## src/rtl/sc_pkg.sv

```systemverilog
// Shared definitions for the stochastic-computing stage: window limits, FSM states
// and the bipolar conversion used by the decoder.
package sc_pkg;

   localparam int SC_MAX_LOG2 = 8;
   localparam int SC_FN_W     = 18;

   typedef enum logic {SC_IDLE, SC_ACCUM} sc_state_e;

   // Two's-complement 2*count - 2^L; callers truncate to their own value width.
   function automatic logic signed [SC_FN_W-1:0] sc_bipolar(
      input logic [SC_FN_W-1:0] count,
      input logic [3:0]         L
   );
      logic [SC_FN_W-1:0] span;
      span = {{(SC_FN_W-1){1'b0}}, 1'b1} << L;
      return $signed((count << 1) - span);
   endfunction

endpackage

```

## src/rtl/sn_out_reg.sv

```systemverilog
// One-entry valid/ready holding register; a result arriving while the held one
// is still unaccepted is dropped and flagged in a sticky overrun bit.
module sn_out_reg
   import sc_pkg::*;
#(
   parameter int DATA_W = 8
) (
   input  logic              clk,
   input  logic              rst_n,
   input  logic              i_clear,
   input  logic              i_load,
   input  logic [DATA_W-1:0] i_data,
   input  logic              i_ready,
   output logic [DATA_W-1:0] o_data,
   output logic              o_valid,
   output logic              o_overrun
);

   logic [DATA_W-1:0] r_data;
   logic              r_valid;
   logic              r_overrun;

   always_ff @(posedge clk or negedge rst_n) begin
      if (!rst_n) begin
         r_data    <= '0;
         r_valid   <= 1'b0;
         r_overrun <= 1'b0;
      end else if (i_clear) begin
         // Flush drops any held result but leaves the last data visible.
         r_valid   <= 1'b0;
         r_overrun <= 1'b0;
      end else if (i_load) begin
         if (!r_valid || i_ready) begin
            r_data  <= i_data;
            r_valid <= 1'b1;
         end else begin
            r_overrun <= 1'b1;
         end
      end else if (r_valid && i_ready) begin
         r_valid <= 1'b0;
      end
   end

   assign o_data    = r_data;
   assign o_valid   = r_valid;
   assign o_overrun = r_overrun;

endmodule

```

## src/rtl/sn_window_decoder.sv

```systemverilog
// Counts ones in a qualified stochastic bitstream over a 2^L-bit window and
// emits the count plus a unipolar or bipolar value through a valid/ready register.
module sn_window_decoder
   import sc_pkg::*;
#(
   parameter int MAX_LOG2 = SC_MAX_LOG2,
   parameter int CNT_W    = MAX_LOG2 + 1
) (
   input  logic                    clk,
   input  logic                    rst_n,
   input  logic                    sn_bit,
   input  logic                    sn_valid,
   input  logic [3:0]              win_log2,
   input  logic                    bipolar,
   input  logic                    clear,
   output logic [CNT_W-1:0]        out_count,
   output logic signed [CNT_W:0]   out_value,
   output logic                    out_valid,
   input  logic                    out_ready,
   output logic                    overrun,
   output logic                    busy
);

   sc_state_e          r_state;
   sc_state_e          w_state_nxt;
   logic [CNT_W-1:0]   r_bitcnt;
   logic [CNT_W-1:0]   r_count;
   logic [3:0]         r_L;
   logic               r_bip;

   logic [3:0]         w_L_clamp;
   logic [3:0]         w_L_cur;
   logic               w_bip_cur;
   logic [CNT_W-1:0]   w_win_m1;
   logic               w_idle;
   logic               w_last;
   logic [CNT_W-1:0]   w_final;
   logic signed [CNT_W:0] w_value;
   logic               w_done;
   logic [2*CNT_W:0]   w_q;

   assign w_idle    = (r_state == SC_IDLE);
   assign w_L_clamp = (win_log2 > 4'(MAX_LOG2)) ? 4'(MAX_LOG2) : win_log2;
   // The window parameters come straight from the inputs on the first bit only.
   assign w_L_cur   = w_idle ? w_L_clamp : r_L;
   assign w_bip_cur = w_idle ? bipolar   : r_bip;
   assign w_win_m1  = (CNT_W'(1) << r_L) - CNT_W'(1);
   assign w_last    = w_idle ? (w_L_clamp == 4'd0) : (r_bitcnt == w_win_m1);
   assign w_final   = (w_idle ? '0 : r_count) + CNT_W'(sn_bit);
   assign w_done    = sn_valid && !clear && w_last;

   assign w_value = w_bip_cur ? $signed((CNT_W+1)'(sc_bipolar(SC_FN_W'(w_final), w_L_cur)))
                              : $signed({1'b0, w_final});

   always_comb begin
      w_state_nxt = r_state;
      if (clear) begin
         w_state_nxt = SC_IDLE;
      end else if (sn_valid) begin
         w_state_nxt = w_last ? SC_IDLE : SC_ACCUM;
      end
   end

   always_ff @(posedge clk or negedge rst_n) begin
      if (!rst_n) begin
         r_state <= SC_IDLE;
      end else begin
         r_state <= w_state_nxt;
      end
   end

   always_ff @(posedge clk or negedge rst_n) begin
      if (!rst_n) begin
         r_bitcnt <= '0;
         r_count  <= '0;
         r_L      <= '0;
         r_bip    <= 1'b0;
      end else if (clear) begin
         r_bitcnt <= '0;
         r_count  <= '0;
      end else if (sn_valid) begin
         if (w_idle) begin
            r_L   <= w_L_clamp;
            r_bip <= bipolar;
         end
         if (w_last) begin
            r_bitcnt <= '0;
            r_count  <= '0;
         end else begin
            r_bitcnt <= r_bitcnt + CNT_W'(1);
            r_count  <= w_final;
         end
      end
   end

   sn_out_reg #(
      .DATA_W (2*CNT_W + 1)
   ) u_out_reg (
      .clk       (clk),
      .rst_n     (rst_n),
      .i_clear   (clear),
      .i_load    (w_done),
      .i_data    ({w_final, w_value}),
      .i_ready   (out_ready),
      .o_data    (w_q),
      .o_valid   (out_valid),
      .o_overrun (overrun)
   );

   assign out_count = w_q[2*CNT_W:CNT_W+1];
   assign out_value = $signed(w_q[CNT_W:0]);
   assign busy      = (r_state == SC_ACCUM);

endmodule

```

## config.mk

```make
export PLATFORM = sky130hd
export DESIGN_NAME = sn_window_decoder
export DESIGN_NICKNAME = d
export VERILOG_FILES = /design/src/rtl/sc_pkg.sv /design/src/rtl/sn_out_reg.sv /design/src/rtl/sn_window_decoder.sv
export SDC_FILE = /design/constraint.sdc
export NUM_CORES = 1
export LEC_CHECK = 0
export ABC_AREA = 1
export ABC_CLOCK_PERIOD_IN_PS = 3900
export BUFFER_PORTS_ARGS = -buffer_cell sky130_fd_sc_hd__buf_2
export CAP_MARGIN = 20
export CORE_MARGIN = 2
export CORE_UTILIZATION = 60
export DETAILED_ROUTE_END_ITERATION = 10
export GPL_TIMING_DRIVEN = 1
export PLACE_DENSITY_LB_ADDON = 0.25
export SLEW_MARGIN = 10
export SYNTH_ARGS = -nofsm -noshare
export SYNTH_HDL_FRONTEND = slang
export SYNTH_HIERARCHICAL = 1
export SYNTH_SLANG_ARGS = --single-unit
```

## constraint.sdc

```tcl
create_clock -name clk -period 3.9 [get_ports clk]
set_clock_uncertainty 0.2 [all_clocks]
set_input_delay 0.39 -clock clk [delete_from_list [all_inputs] [get_ports clk]]
set_output_delay 0.39 -clock clk [all_outputs]
set_load 0.01 [all_outputs]
```

==> results by stage <==
Global route:
- Entering global routing, the biggest net connects 46 pins.
- The via count of the first global-routing pass was 2773.
- The number of antenna violations at the first check in global routing was 0.
- For this run the aggregate overflow at the end of global routing stands at 0.
- The global-route wire length before repair is 12500 um.
- In the global route stage, met2 resource usage came out at 43.3%.
- Global routing used 26.0% of the available tracks.
- For met3 alone, demand over resource in global routing was 4.94%.
- In this run the most used layer during global routing was met2.
- The fraction of met1 tracks used by global routing is 33.8%.

Critical path:
- The type of destination of the critical path is a register.
- The kind of critical path is register to register.
- The critical-path maximum fanout is 9.
- The data required time at the worst endpoint is 3890 ps.
- The sort of element at the start of the critical path is a register.
- The worst endpoint data arrival time is 3320 ps.

Logic synthesis:
- Each instance of the synthesized netlist takes up on average 7.37 um2.
- The post-synthesis register bit count is 45.
- After synthesis, the cell types taking the most area are sky130_fd_sc_hd__dfrtp_1, sky130_fd_sc_hd__nand2_1, sky130_fd_sc_hd__inv_1.
- The share of the synthesized area in the top cell type is 35.0%.
- When the netlist entered floorplanning its net count stood at 461.
- Summed over all instances, the cell type with the most area after synthesis is sky130_fd_sc_hd__dfrtp_1.
- The number of different library cells in the post-synthesis netlist is 39.
- The synthesis warning total is 6.
- The number of standard cells after synthesis is 437.
- Of all flip-flops after synthesis, the portion carrying an async set or reset was 100%.
- The number of enable-type register cells in the synthesized netlist is 0.
- The post-synth design cell area is 3220 um2.
- In the synthesized netlist the dominant register cell turns out to be sky130_fd_sc_hd__dfrtp_1.
- Sequential cells were found to cover 35.0% of the synthesized design area.

Finish:
- The layout cell share with drive strength beyond 1 is 17.4%.
- The leading cell type in the layout, fill and taps excluded is sky130_fd_sc_hd__nand2_1.
- The number of antenna diodes in the final layout is 0.
- The total number of nets in the final design is 495.
- Compared with the post-synthesis result, the final layout area differs by 8.32%.
- The multi-input combinational cells in the finished layout cover a total of 1790 um2.
- The top cell types in the final layout, fill and taps aside, are sky130_fd_sc_hd__nand2_1, sky130_fd_sc_hd__inv_1, sky130_fd_sc_hd__dfrtp_1.
- The register area is 1130 um2.
- After filler insertion, the fill cell instance count of the layout stands at 482.

CTS:
- The number of levels the H-tree was split into is 2.
- In this run the deepest clock path goes through 2 buffers.
- TritonCTS created 5 clock buffers.
- For this design, the sink count on the clock tree is 45.
- The clock latency on the worst-skew pair is 290 ps.
- After clock tree synthesis, the clock-pin slew on the worst setup and hold paths is 80 ps.
- The TritonCTS clock tree is built.
- The root cell of the clock tree is sky130_fd_sc_hd__clkbuf_8.

Detailed routing:
- The final wirelength is 7070 um.
- Before antenna repair, the detailed router went through 5 iterations.
- The number of vias in the routed layout is 2856.
- The detailed router finished its first iteration with 218 violations.
- The count of antenna-violating nets left after detailed routing is 0.
- After detailed routing, the number of remaining DRC violations is 0.
- The number of vias per cell is 5.27.
- After detailed routing, the average wire length per cell comes to 13.0 um.

STA:
- The final count of hold timing violations is 0.
- The top achievable clock speed is 0.300 GHz.
- In this run the tightest slew margin relative to its limit is 38.0%.
- Hold timing on the final database bottoms out at a slack of 130 ps.
- For the final routed database, the setup TNS stands at 0 ps.
- The final clock period utilization by the worst path is 85.4%.
- Setup violations remaining at the end of the flow were counted as 0.
- The number of max-slew violations in the final report is 0.
- The clock period minus final worst setup slack is 3330 ps.
- Setup repair after global routing left no endpoint under its margin.
- At the pin with the least slew margin, the transition time is 928 ps.

Placed design:
- The final weighted congestion of routability-driven global placement is 0.941.
- The number of buffers added on ports is 32.
- The HPWL after detailed placement is 5390 um.

Floorplan:
- The die area is 5970 um2.
- The row count is 26.
- After floorplanning, the core was sized to cover 5140 um2.
- 33 I/O pins were placed.
- The initial utilization of the core area, before any placement, comes to 62.6%.
- The width of the chip is 77.3 um.
- The die height is 77.3 um.

Power and ir drop:
- The power density over the cells is 329 nW/um2.
- The worst-case vdd ir drop is 0.217 mV.
- In this run the static leakage power is 1.92 nW.

Status:
- The flow ran to the end, and the final reports show no timing, DRC or antenna violations.

Run:
- The tool flagged a number of max-cap violations equal to 0.

Hold path:
- The path class of the tightest hold or removal check is input pin to register.
[report_power, final]
part	switching (mW)	internal, mW	leakage [nW]	total [mW]
registers	0.0325	0.498	0.610	0.531
logic	0.214	0.124	1.27	0.338
clock network	0.149	0.127	0.0395	0.277
total	0.395	0.750	1.92	1.15
[cell usage after synthesis (all sizes together) (2+ instances only)]
| master | count |
|---|---|
| a21oi | 18 |
| buf | 7 |
| clkbuf | 3 |
| dfrtp | 45 |
| ha | 12 |
| inv | 52 |
| nand2 | 160 |
| nand3 | 39 |
| nand3b | 6 |
| nand4 | 3 |
| nor2 | 33 |
| nor3 | 2 |
| o21ai | 31 |
| o22ai | 2 |
| xnor2 | 5 |
| xor2 | 13 |
[layout make-up]
class,count,area share [%]
Sequential cell,45,32.3
Tap cell,70,2.51
Multi-Input combinational cell,330,51.2
Timing Repair Buffer,37,6.10
Clock buffer,8,2.30
Inverter,52,5.60
[final timing paths]
kind	startpoint	end	slack (ps)	depth (start not counted)
setup / recovery	busy	u_out_reg/o_data[8]	570	17
hold / removal	clear	u_out_reg/o_valid	130	2
setup reg to reg	busy	u_out_reg/o_data[8]	570	17
hold reg to reg	u_out_reg/o_data[16]	u_out_reg/o_data[16]	270	2
max in group asynchronous	rst_n	u_out_reg/o_data[18]	2740	3
min in group asynchronous	rst_n	r_bitcnt[4]	290	2
[cell families (layout without fill, tap and decap cells)]
| kind of cell | count (synthesis) | in the layout | synth area share, % |
|---|---|---|---|
| AO/OA/AOI/OAI | 55 | 55 | 10.4 |
| XOR/XNOR | 18 | 18 | 5.13 |
| adder cells (fa/ha/maj) | 13 | 13 | 5.29 |
| buffers and inverters | 62 | 97 | 9.56 |
| flip-flops | 45 | 45 | 35.0 |
| AND/OR/NAND/NOR | 244 | 244 | 34.6 |
[state kept, by name (all words and copies together), names as in the netlist]
signal / count
u_out_reg/o_overrun: 1
r_count: 9
r_bitcnt: 9
u_out_reg/o_data: 19
busy: 1
r_L: 4
r_bip: 1
u_out_reg/o_valid: 1
[worst max-delay path: stages, from the launching register on]
cell and delay (ps):
sky130_fd_sc_hd__dfrtp_1 520, sky130_fd_sc_hd__nand2_1 90, sky130_fd_sc_hd__inv_1 70, sky130_fd_sc_hd__ha_1 160
sky130_fd_sc_hd__ha_1 160, sky130_fd_sc_hd__inv_1 80, sky130_fd_sc_hd__nor3_4 250, sky130_fd_sc_hd__nand3_1 120
sky130_fd_sc_hd__xor2_1 190, sky130_fd_sc_hd__inv_1 110, sky130_fd_sc_hd__ha_1 360, sky130_fd_sc_hd__a21oi_1 190
sky130_fd_sc_hd__o211ai_1 120, sky130_fd_sc_hd__or2_2 280, sky130_fd_sc_hd__nand3_1 60, sky130_fd_sc_hd__o21ai_0 120
sky130_fd_sc_hd__nand3_2 100, sky130_fd_sc_hd__nand2_1 70
[metal layers]
layer,vias up,wire [um]
li1,1449,-
met1,1328,3280
met2,62,3380
met3,17,265
met4,0,145
met5,-,0
[through the flow]
stage	power, mW	utilization [%]	setup slack, ps	std cells	cell area [um2]
after detailed placement	0.871	65.7	635	532	3380
after global placement	0.861	65.7	718	532	3380
after global routing	1.23	67.8	248	542	3490
after floorplan	0.787	-	718	437	3220
final	1.15	67.8	569	542	3490
after CTS	1.15	67.3	598	540	3460
[repair_timing]
action | CTS | global route
hold buffers | 0 | 1
hold endpoints to repair | 0 | 9
setup buffers | 0 | 0
gates resized for setup | 0 | 0
Note: power is estimated with default switching activity, not from simulation.
